$ cat src/rtl/uart_event_pkg.sv
// Shared definitions for the collision-event UART link: receiver FSM
// states and the event byte codes used by both the transmit mux and
// the receive decoder.
package uart_event_pkg;

  typedef enum logic [1:0] {
    IDLE  = 2'd0,
    START = 2'd1,
    DATA  = 2'd2,
    STOP  = 2'd3
  } rx_state_t;

  localparam logic [7:0] EVT_BASE     = 8'h40;
  localparam int         EVT_NUM      = 6;

  localparam logic [7:0] EVT_START    = 8'h40;
  localparam logic [7:0] EVT_C1       = 8'h41;
  localparam logic [7:0] EVT_C2       = 8'h42;
  localparam logic [7:0] EVT_C3       = 8'h43;
  localparam logic [7:0] EVT_ENDING   = 8'h44;
  localparam logic [7:0] EVT_POKE_RST = 8'h45;

endpackage

$ cat src/rtl/uart_rx_core.sv
// 8N1 UART receiver: input synchronizer, oversampling tick generator,
// receive FSM and byte shifter. Emits a registered done pulse with the
// new byte, or a frame-error pulse when the stop bit samples low.
module uart_rx_core
  import uart_event_pkg::*;
#(
  parameter int CLK_FREQ = 100_000_000,
  parameter int BAUD     = 9600,
  parameter int OVS      = 16
) (
  input  logic       clk,
  input  logic       reset,
  input  logic       rx,
  output logic [7:0] rx_data,
  output logic       rx_done,
  output logic       frame_err,
  output logic       busy
);

  localparam int DIV = CLK_FREQ / (BAUD * OVS);
  localparam int CW  = (DIV > 1) ? $clog2(DIV) : 1;
  localparam int SW  = $clog2(OVS);

  localparam logic [CW-1:0] DIV_LAST  = CW'(DIV - 1);
  localparam logic [SW-1:0] HALF_LAST = SW'(OVS / 2 - 1);
  localparam logic [SW-1:0] FULL_LAST = SW'(OVS - 1);

  logic            rx_m;
  logic            rx_s;
  logic [CW-1:0]   tick_cnt;
  logic            tick;
  rx_state_t       state;
  logic [SW-1:0]   scnt;
  logic [2:0]      bit_idx;
  logic [7:0]      shreg;
  logic            armed;
  logic            start_det;
  logic            full_pt;

  // After a frame error the line may still be low; a new start edge is
  // only accepted once the line has been seen high again (armed).
  assign start_det = (state == IDLE) && armed && !rx_s;
  assign tick      = (tick_cnt == DIV_LAST);
  assign full_pt   = tick && (scnt == FULL_LAST);
  assign busy      = (state != IDLE);

  // Stage: two-flop synchronizer, idle-high
  always_ff @(posedge clk or negedge reset) begin
    if (!reset) begin
      rx_m <= 1'b1;
      rx_s <= 1'b1;
    end else begin
      rx_m <= rx;
      rx_s <= rx_m;
    end
  end

  // Stage: oversampling tick generator, realigned to every start edge
  always_ff @(posedge clk or negedge reset) begin
    if (!reset) begin
      tick_cnt <= '0;
    end else if (start_det || tick) begin
      tick_cnt <= '0;
    end else begin
      tick_cnt <= tick_cnt + CW'(1);
    end
  end

  // Stage: receive FSM with registered done / frame-error outputs
  always_ff @(posedge clk or negedge reset) begin
    if (!reset) begin
      state     <= IDLE;
      scnt      <= '0;
      bit_idx   <= '0;
      armed     <= 1'b1;
      rx_data   <= 8'h00;
      rx_done   <= 1'b0;
      frame_err <= 1'b0;
    end else begin
      rx_done   <= 1'b0;
      frame_err <= 1'b0;
      case (state)
        IDLE: begin
          if (rx_s) armed <= 1'b1;
          if (start_det) begin
            state <= START;
            scnt  <= '0;
          end
        end
        START: begin
          if (tick) begin
            if (scnt == HALF_LAST) begin
              if (rx_s) begin
                state <= IDLE;
              end else begin
                state   <= DATA;
                scnt    <= '0;
                bit_idx <= '0;
              end
            end else begin
              scnt <= scnt + SW'(1);
            end
          end
        end
        DATA: begin
          if (tick) begin
            if (scnt == FULL_LAST) begin
              scnt <= '0;
              if (bit_idx == 3'd7) state <= STOP;
              else bit_idx <= bit_idx + 3'd1;
            end else begin
              scnt <= scnt + SW'(1);
            end
          end
        end
        STOP: begin
          if (tick) begin
            if (scnt == FULL_LAST) begin
              state <= IDLE;
              scnt  <= '0;
              if (rx_s) begin
                rx_data <= shreg;
                rx_done <= 1'b1;
              end else begin
                frame_err <= 1'b1;
                armed     <= 1'b0;
              end
            end else begin
              scnt <= scnt + SW'(1);
            end
          end
        end
        default: state <= IDLE;
      endcase
    end
  end

  // Stage: data shifter, LSB first; contents only matter once a frame completes
  always_ff @(posedge clk) begin
    if ((state == DATA) && full_pt) shreg[bit_idx] <= rx_s;
  end

endmodule

$ cat src/rtl/uart_event_rx.sv
// Event receiver top: UART core followed by a registered decode stage
// that turns event codes 0x40..0x45 into one-hot strobes and flags any
// other good byte as unknown.
module uart_event_rx
  import uart_event_pkg::*;
#(
  parameter int CLK_FREQ = 100_000_000,
  parameter int BAUD     = 9600,
  parameter int OVS      = 16
) (
  input  logic               clk,
  input  logic               reset,
  input  logic               rx,
  output logic [7:0]         rx_data,
  output logic               rx_done,
  output logic               frame_err,
  output logic [EVT_NUM-1:0] evt_pulse,
  output logic               unknown_code,
  output logic               busy
);

  logic [7:0]         data_p0;
  logic               vld_p0;
  logic               ferr_p0;
  logic [EVT_NUM-1:0] evt_p1;
  logic               unk_p1;
  logic [EVT_NUM:0]   dec_p0;

  // Returns {unknown, one-hot event}; exactly one bit is ever set.
  function automatic logic [EVT_NUM:0] decode_code(input logic [7:0] code);
    logic [7:0]       off;
    logic [EVT_NUM:0] res;
    off = code - EVT_BASE;
    res = '0;
    if ((code >= EVT_BASE) && (off < 8'(EVT_NUM))) res[off[2:0]] = 1'b1;
    else res[EVT_NUM] = 1'b1;
    return res;
  endfunction

  uart_rx_core #(
    .CLK_FREQ (CLK_FREQ),
    .BAUD     (BAUD),
    .OVS      (OVS)
  ) u_core (
    .clk       (clk),
    .reset     (reset),
    .rx        (rx),
    .rx_data   (data_p0),
    .rx_done   (vld_p0),
    .frame_err (ferr_p0),
    .busy      (busy)
  );

  assign dec_p0 = decode_code(data_p0);

  // Stage p0 -> p1: decode register, fires only on good frames
  always_ff @(posedge clk or negedge reset) begin
    if (!reset) begin
      evt_p1 <= '0;
      unk_p1 <= 1'b0;
    end else if (vld_p0) begin
      evt_p1 <= dec_p0[EVT_NUM-1:0];
      unk_p1 <= dec_p0[EVT_NUM];
    end else begin
      evt_p1 <= '0;
      unk_p1 <= 1'b0;
    end
  end

  assign rx_data      = data_p0;
  assign rx_done      = vld_p0;
  assign frame_err    = ferr_p0;
  assign evt_pulse    = evt_p1;
  assign unknown_code = unk_p1;

endmodule

$ cat config.mk
export PLATFORM = sky130hd
export DESIGN_NAME = uart_event_rx
export DESIGN_NICKNAME = d
export VERILOG_FILES = /design/src/rtl/uart_event_pkg.sv /design/src/rtl/uart_rx_core.sv /design/src/rtl/uart_event_rx.sv
export SDC_FILE = /design/constraint.sdc
export NUM_CORES = 1
export LEC_CHECK = 0
export BUFFER_PORTS_ARGS = -buffer_cell sky130_fd_sc_hd__buf_4
export CAP_MARGIN = 10
export CORE_MARGIN = 2
export CORE_UTILIZATION = 58
export DETAILED_ROUTE_END_ITERATION = 8
export PLACE_DENSITY_LB_ADDON = 0.12
export SLEW_MARGIN = 0
export SYNTH_ARGS = -nofsm -noshare
export SYNTH_HDL_FRONTEND = slang
export SYNTH_SLANG_ARGS = --single-unit
$ cat constraint.sdc
create_clock -name clk -period 3.2 [get_ports clk]
set_clock_uncertainty 0.05 [all_clocks]
set_input_delay 0.32 -clock clk [delete_from_list [all_inputs] [get_ports clk]]
set_output_delay 0.32 -clock clk [all_outputs]
set_load 0.05 [all_outputs]
Word level (Yosys, flattened, before mapping)
Cells that the tools add are included.

word-level totals
  register bits after elaboration = 47
  input port bits = 3
  logic and storage cells = 110

cells by class
  add/sub/neg operators = 4
  order comparisons = 6
  equal/unequal tests = 21
  multiplexer cells = 47
  reductions and logical operators = 19

operators by type and width
  cell                                                               count
  two-way mux 4 bit                                                  6
  inequality test 2 x 1 -> 1 bit, second input constant              10
  two-way mux 2 bit                                                  9
  two-way mux 3 bit                                                  6
  two-way mux 1 bit                                                  16
  two-way mux 6 bit                                                  2
  one-hot mux 4 bit (3 select lines)                                 1
  adder 10 x 1 -> 10 bit, second input constant                      1
  equality test 10 bit, second input constant                        1
  two-way mux 10 bit                                                 1
  bitwise mux 8 bit                                                  1
  greater-or-equal comparator 8 x 7 -> 1 bit, second input constant  1
  < comparator 3 x 4 -> 1 bit, second input constant                 2
  < comparator 8 x 3 -> 1 bit, second input constant                 1
  one-hot mux 2 bit (4 select lines)                                 1
  AND reduction 4 bit                                                2
  AND reduction 8 bit                                                1
  subtractor 8 x 7 -> 8 bit, second input constant                   1
  logical AND 1 bit                                                  7
  AND reduction 7 bit                                                1
  demux 1 bit (select 3 bit)                                         2
  greater-or-equal comparator 3 x 1 -> 1 bit, second input constant  2
  inequality test 2 bit, second input constant                       3
  one-hot mux 3 bit (2 select lines)                                 1
  15 further kinds                                                   18

Depth between registers and ports, before layout
  depth after elaboration = 7
  gate-level depth with buffers = 7
  depth with buffers taken out = 7

Modules after synthesis
A second synthesis with hierarchy kept.

second synthesis, totals
  cells, all modules = 193
  area total of the unflattened synthesis = 2215.9 µm²

by module, submodules not included
  module         instances  cells an instance  area an instance (µm²)
  uart_rx_core   1          172                1946.9
  uart_event_rx  1          21                 269.0

Least setup slack after synthesis
No wires, ideal clock.

  path kind = reg-to-reg
  start point = register u_core.scnt[0]
  end point = register u_core.shreg[2], enable pin
  setup time = 0.312 ns
  data arrival time = 1.431 ns
  data required time = 2.838 ns
  setup slack = 1.407 ns
  stages on the path, launching flop included = 6
  clock period less this slack = 1.793 ns
  path through = dfrtp_1 > ha_1 > and3_1 > and4_2 > nand2b_1 > nor3_1

between the ends
  cells in the longest elaborated chain, start to end = 3

ends and longest elaborated chain
  item                            RTL line             source
  start: declaration              uart_rx_core.sv:33   logic [SW-1:0] scnt;
  start signal: assignment        uart_rx_core.sv:101  scnt <= scnt + SW'(1);
  start signal: assignment        uart_rx_core.sv:112  scnt <= scnt + SW'(1);
  start signal: assignment        uart_rx_core.sv:129  scnt <= scnt + SW'(1);
  equality test 4 bit             uart_rx_core.sv:44   assign full_pt = tick && (scnt == FULL_LAST);
  logical AND 1 bit               uart_rx_core.sv:44
  logical AND 1 bit               uart_rx_core.sv:140  if ((state == DATA) && full_pt) shreg[bit_idx] <= rx_s;
  end signal: indexed assignment  uart_rx_core.sv:140
  end: declaration                uart_rx_core.sv:35   logic [7:0] shreg;

Every way passes these cells.
A chain may end at the register's enable or synchronous reset.

Worst setup path in the final report
  start point = register u_core.state[0]
  end point = register u_core.scnt[3]

between the ends
  cells in the longest elaborated chain, start to end = 5

ends and longest elaborated chain
  item                                      RTL line                                source
  start: declaration                        uart_rx_core.sv:32                      rx_state_t state;
  start signal: assignment                  uart_rx_core.sv:72                      state <= IDLE;
  start signal: assignment                  uart_rx_core.sv:86                      state <= START;
  start signal: assignment                  uart_rx_core.sv:94                      state <= IDLE;
  logical NOT 2 bit                         uart_rx_core.sv:42, uart_rx_core.sv:82
  logical AND 1 bit (2 in a row)            uart_rx_core.sv:42                      assign start_det = (state == IDLE) && armed && !rx_s;
  inequality test 2 x 1 -> 1 bit (no line)  -
  AND reduction 4 bit (no line)             -

Several ways; a longest one is shown, not always the timed one.

==> run metrics <==
ANT cells 0; critical path launch point type flip-flop; die span in y 65.8 um; most used flip-flop cell after synthesis dfrtp_1; row cnt 22; chip width 65.8 um; WP data required 3370 ps; Worst Path Arrival 2330 ps; clk root buf clkbuf_8; routed wire length 3790 um; share of cells above drive strength 1 23.1%; global route overflow 0; Slowest cell on crit path nor3_1; Hold Path Stages 1; GR Util All Layers 20.6%; commonest cells in the netlist dfrtp_1, nor2_1, nand2_1; Seq/Total Area, Yosys 55.0%; Final setup violation count 0; Clock transition at path regs 80 ps; input/output buffers 20; area delta synth->final 15.2%; maxcap violations 0; FF+latch count, synth 47; Clock Latency Late Sink 300 ps; Routed Antenna Nets 0; vias in the first global route 1,424; I/O pin cnt 21; post-DP HPWL 2740 um; Warnings, synthesis 0; ys async rst share 83.0%; Post-Syn Area 2220 um^2; vias per cell 5.53; Initial Utilization 60.6%; Final #Nets 233; PostCTS Resize Cnt 0; crit share post-route 67.4%; R2R cell count 6; clock tree buffer depth 2; first-pass GRT wire length 6590 um; cell taking the most area after synthesis dfrtp_1; worst-path fanout max 13; Worst Setup End Kind flip-flop; LEAKAGE 1.16 nW; RSZ-0062 raised after global routing no; post-layout minimum cycle time 2160 ps; Synth Instances 194; Syn Area/Cell 11.4 um^2; Max Slew Vio Count 0; crit-path cells inv_1, ha_1, nor3_1, o221ai_2, nand2b_1, o22ai_1; Routed wire per std cell 14.1 um; CTS tree yes; outcome finished clean; Netlist cell types 39; pwr/cell area 661 nW/um^2; syn_nets 207; H-tree depth 2; Final Power 1.69 mW; Synth area leaders dfrtp_1, edfxtp_1, ha_1, nor2_1, mux2_2; pin count of the biggest net entering global routing 40; Slew headroom 65.4%; Die ar. 4330 um^2; Final Hold Fails 0; first drt pass iteration count 5; top-area cell type share of the netlist area 40.6%; Fmax 464 MHz; most frequent cell after synthesis dfrtp_1; critical path class flip-flop to flip-flop; initial antenna violation count 0; CTS sink count 47; HP Class input pin to flip-flop; Residual DRC 0; TritonCTS buffer count 5; Max VDD drop 0.492 mV; Setup TNS 0 ps; Initial DRC Count 96; number of synthesized flops with an enable pin 8; Least-Margin Pin Slew 515 ps; core footprint 3660 um^2; biggest cell delay along the critical path 510 ps; routed vias 1,487; gp weighted congestion 0.802
==> layout make-up <==
type / count / area, um^2
Clock buffer: 6 / 72.6
Clock inverter: 2 / 60.1
Sequential cell: 47 / 1220
Inverter: 11 / 41.3
Timing Repair Buffer: 21 / 160
Fill cell: 280 / 1110
Multi-Input combinational cell: 134 / 940
Tap cell: 48 / 60.1
==> power by group <==
group	internal [mW]	switching, mW	total [mW]
registers	0.659	0.0555	0.715
logic	0.181	0.292	0.473
clock network	0.312	0.190	0.502
==> path summary, 6_finish.rpt <==
kind / endpoint / from / slack, ps
max in group asynchronous: u_core.rx_s / reset / 2260
min: u_core.rx_m / rx / 80
max reg2reg: u_core.scnt[3] / u_core.state[0] / 1040
max: u_core.scnt[3] / u_core.state[0] / 1040
min reg2reg: u_core.rx_s / u_core.rx_m / 320
min in group asynchronous: evt_pulse[4] / reset / 470
==> state kept, by name (all words and copies together), names as in the netlist, named ones only <==
name / flops
u_core.frame_err: 1
u_core.armed: 1
u_core.bit_idx: 3
evt_pulse: 6
u_core.tick_cnt: 10
u_core.rx_data: 8
u_core.rx_done: 1
unknown_code: 1
u_core.rx_m: 1
u_core.scnt: 4
u_core.state: 1
u_core.shreg: 8
u_core.rx_s: 1
==> critical path, delay by kind of cell, from the launching register on <==
kind,cells,cell delay [ps]
and+or+nand+nor,2,730
AOI/OAI and AO/OA,2,420
DFF,1,400
adders and majority gates,1,360
buffers and inverters,1,110
==> logic make-up after synthesis <==
group,after synthesis,share of synthesized area (%)
compound gates,17,6.32
flops,47,55.0
xor+xnor,8,3.16
buf+inv,13,2.60
simple gates,86,20.7
fa+ha+maj,10,5.64
mux,13,6.55
==> routing by layer <==
| metal | up-vias | share of wire [%] | global-route usage (%) |
|---|---|---|---|
| met1 | 730 | 43 | 25.8 |
| li1 | 718 | - | - |
| met3 | 6 | 5.1 | 5.11 |
| met2 | 33 | 50 | 34.1 |
| met4 | 0 | 1.7 | 8.59 |
| met5 | - | 0 | 0 |
==> through the flow <==
step	std cells	utilization [%]	area, um^2	hold WS [ps]	worst slack (ps)
finish	269	69.8	2550	76.1	1040
global route	269	69.8	2550	60.6	838
CTS	269	69.8	2550	69.2	1070
detailed placement	260	65.9	2410	273	1090
global placement	260	65.9	2410	255	1260
floorplan	194	-	2220	-25.6	1410
==> cell usage in the layout, fill, tap and decap left out, drive strengths merged, types with 5 or more instances in the layout <==
cell    count
dfrtp      36
nor2       28
buf        20
nand2      16
inv        11
nor3       11
ha         10
mux2        9
edfxtp      8
nand3       7
nand2b      6
o21ai       6
and3        6
clkbuf      6
xnor2       5
==> what timing repair did <==
item / 4_1_cts / 5_1_grt
buffers inserted: 0 / 0
hold endpoints to repair: 36 / 0
hold buffers: 1 / 0
Power figures use the tool's default switching activity.
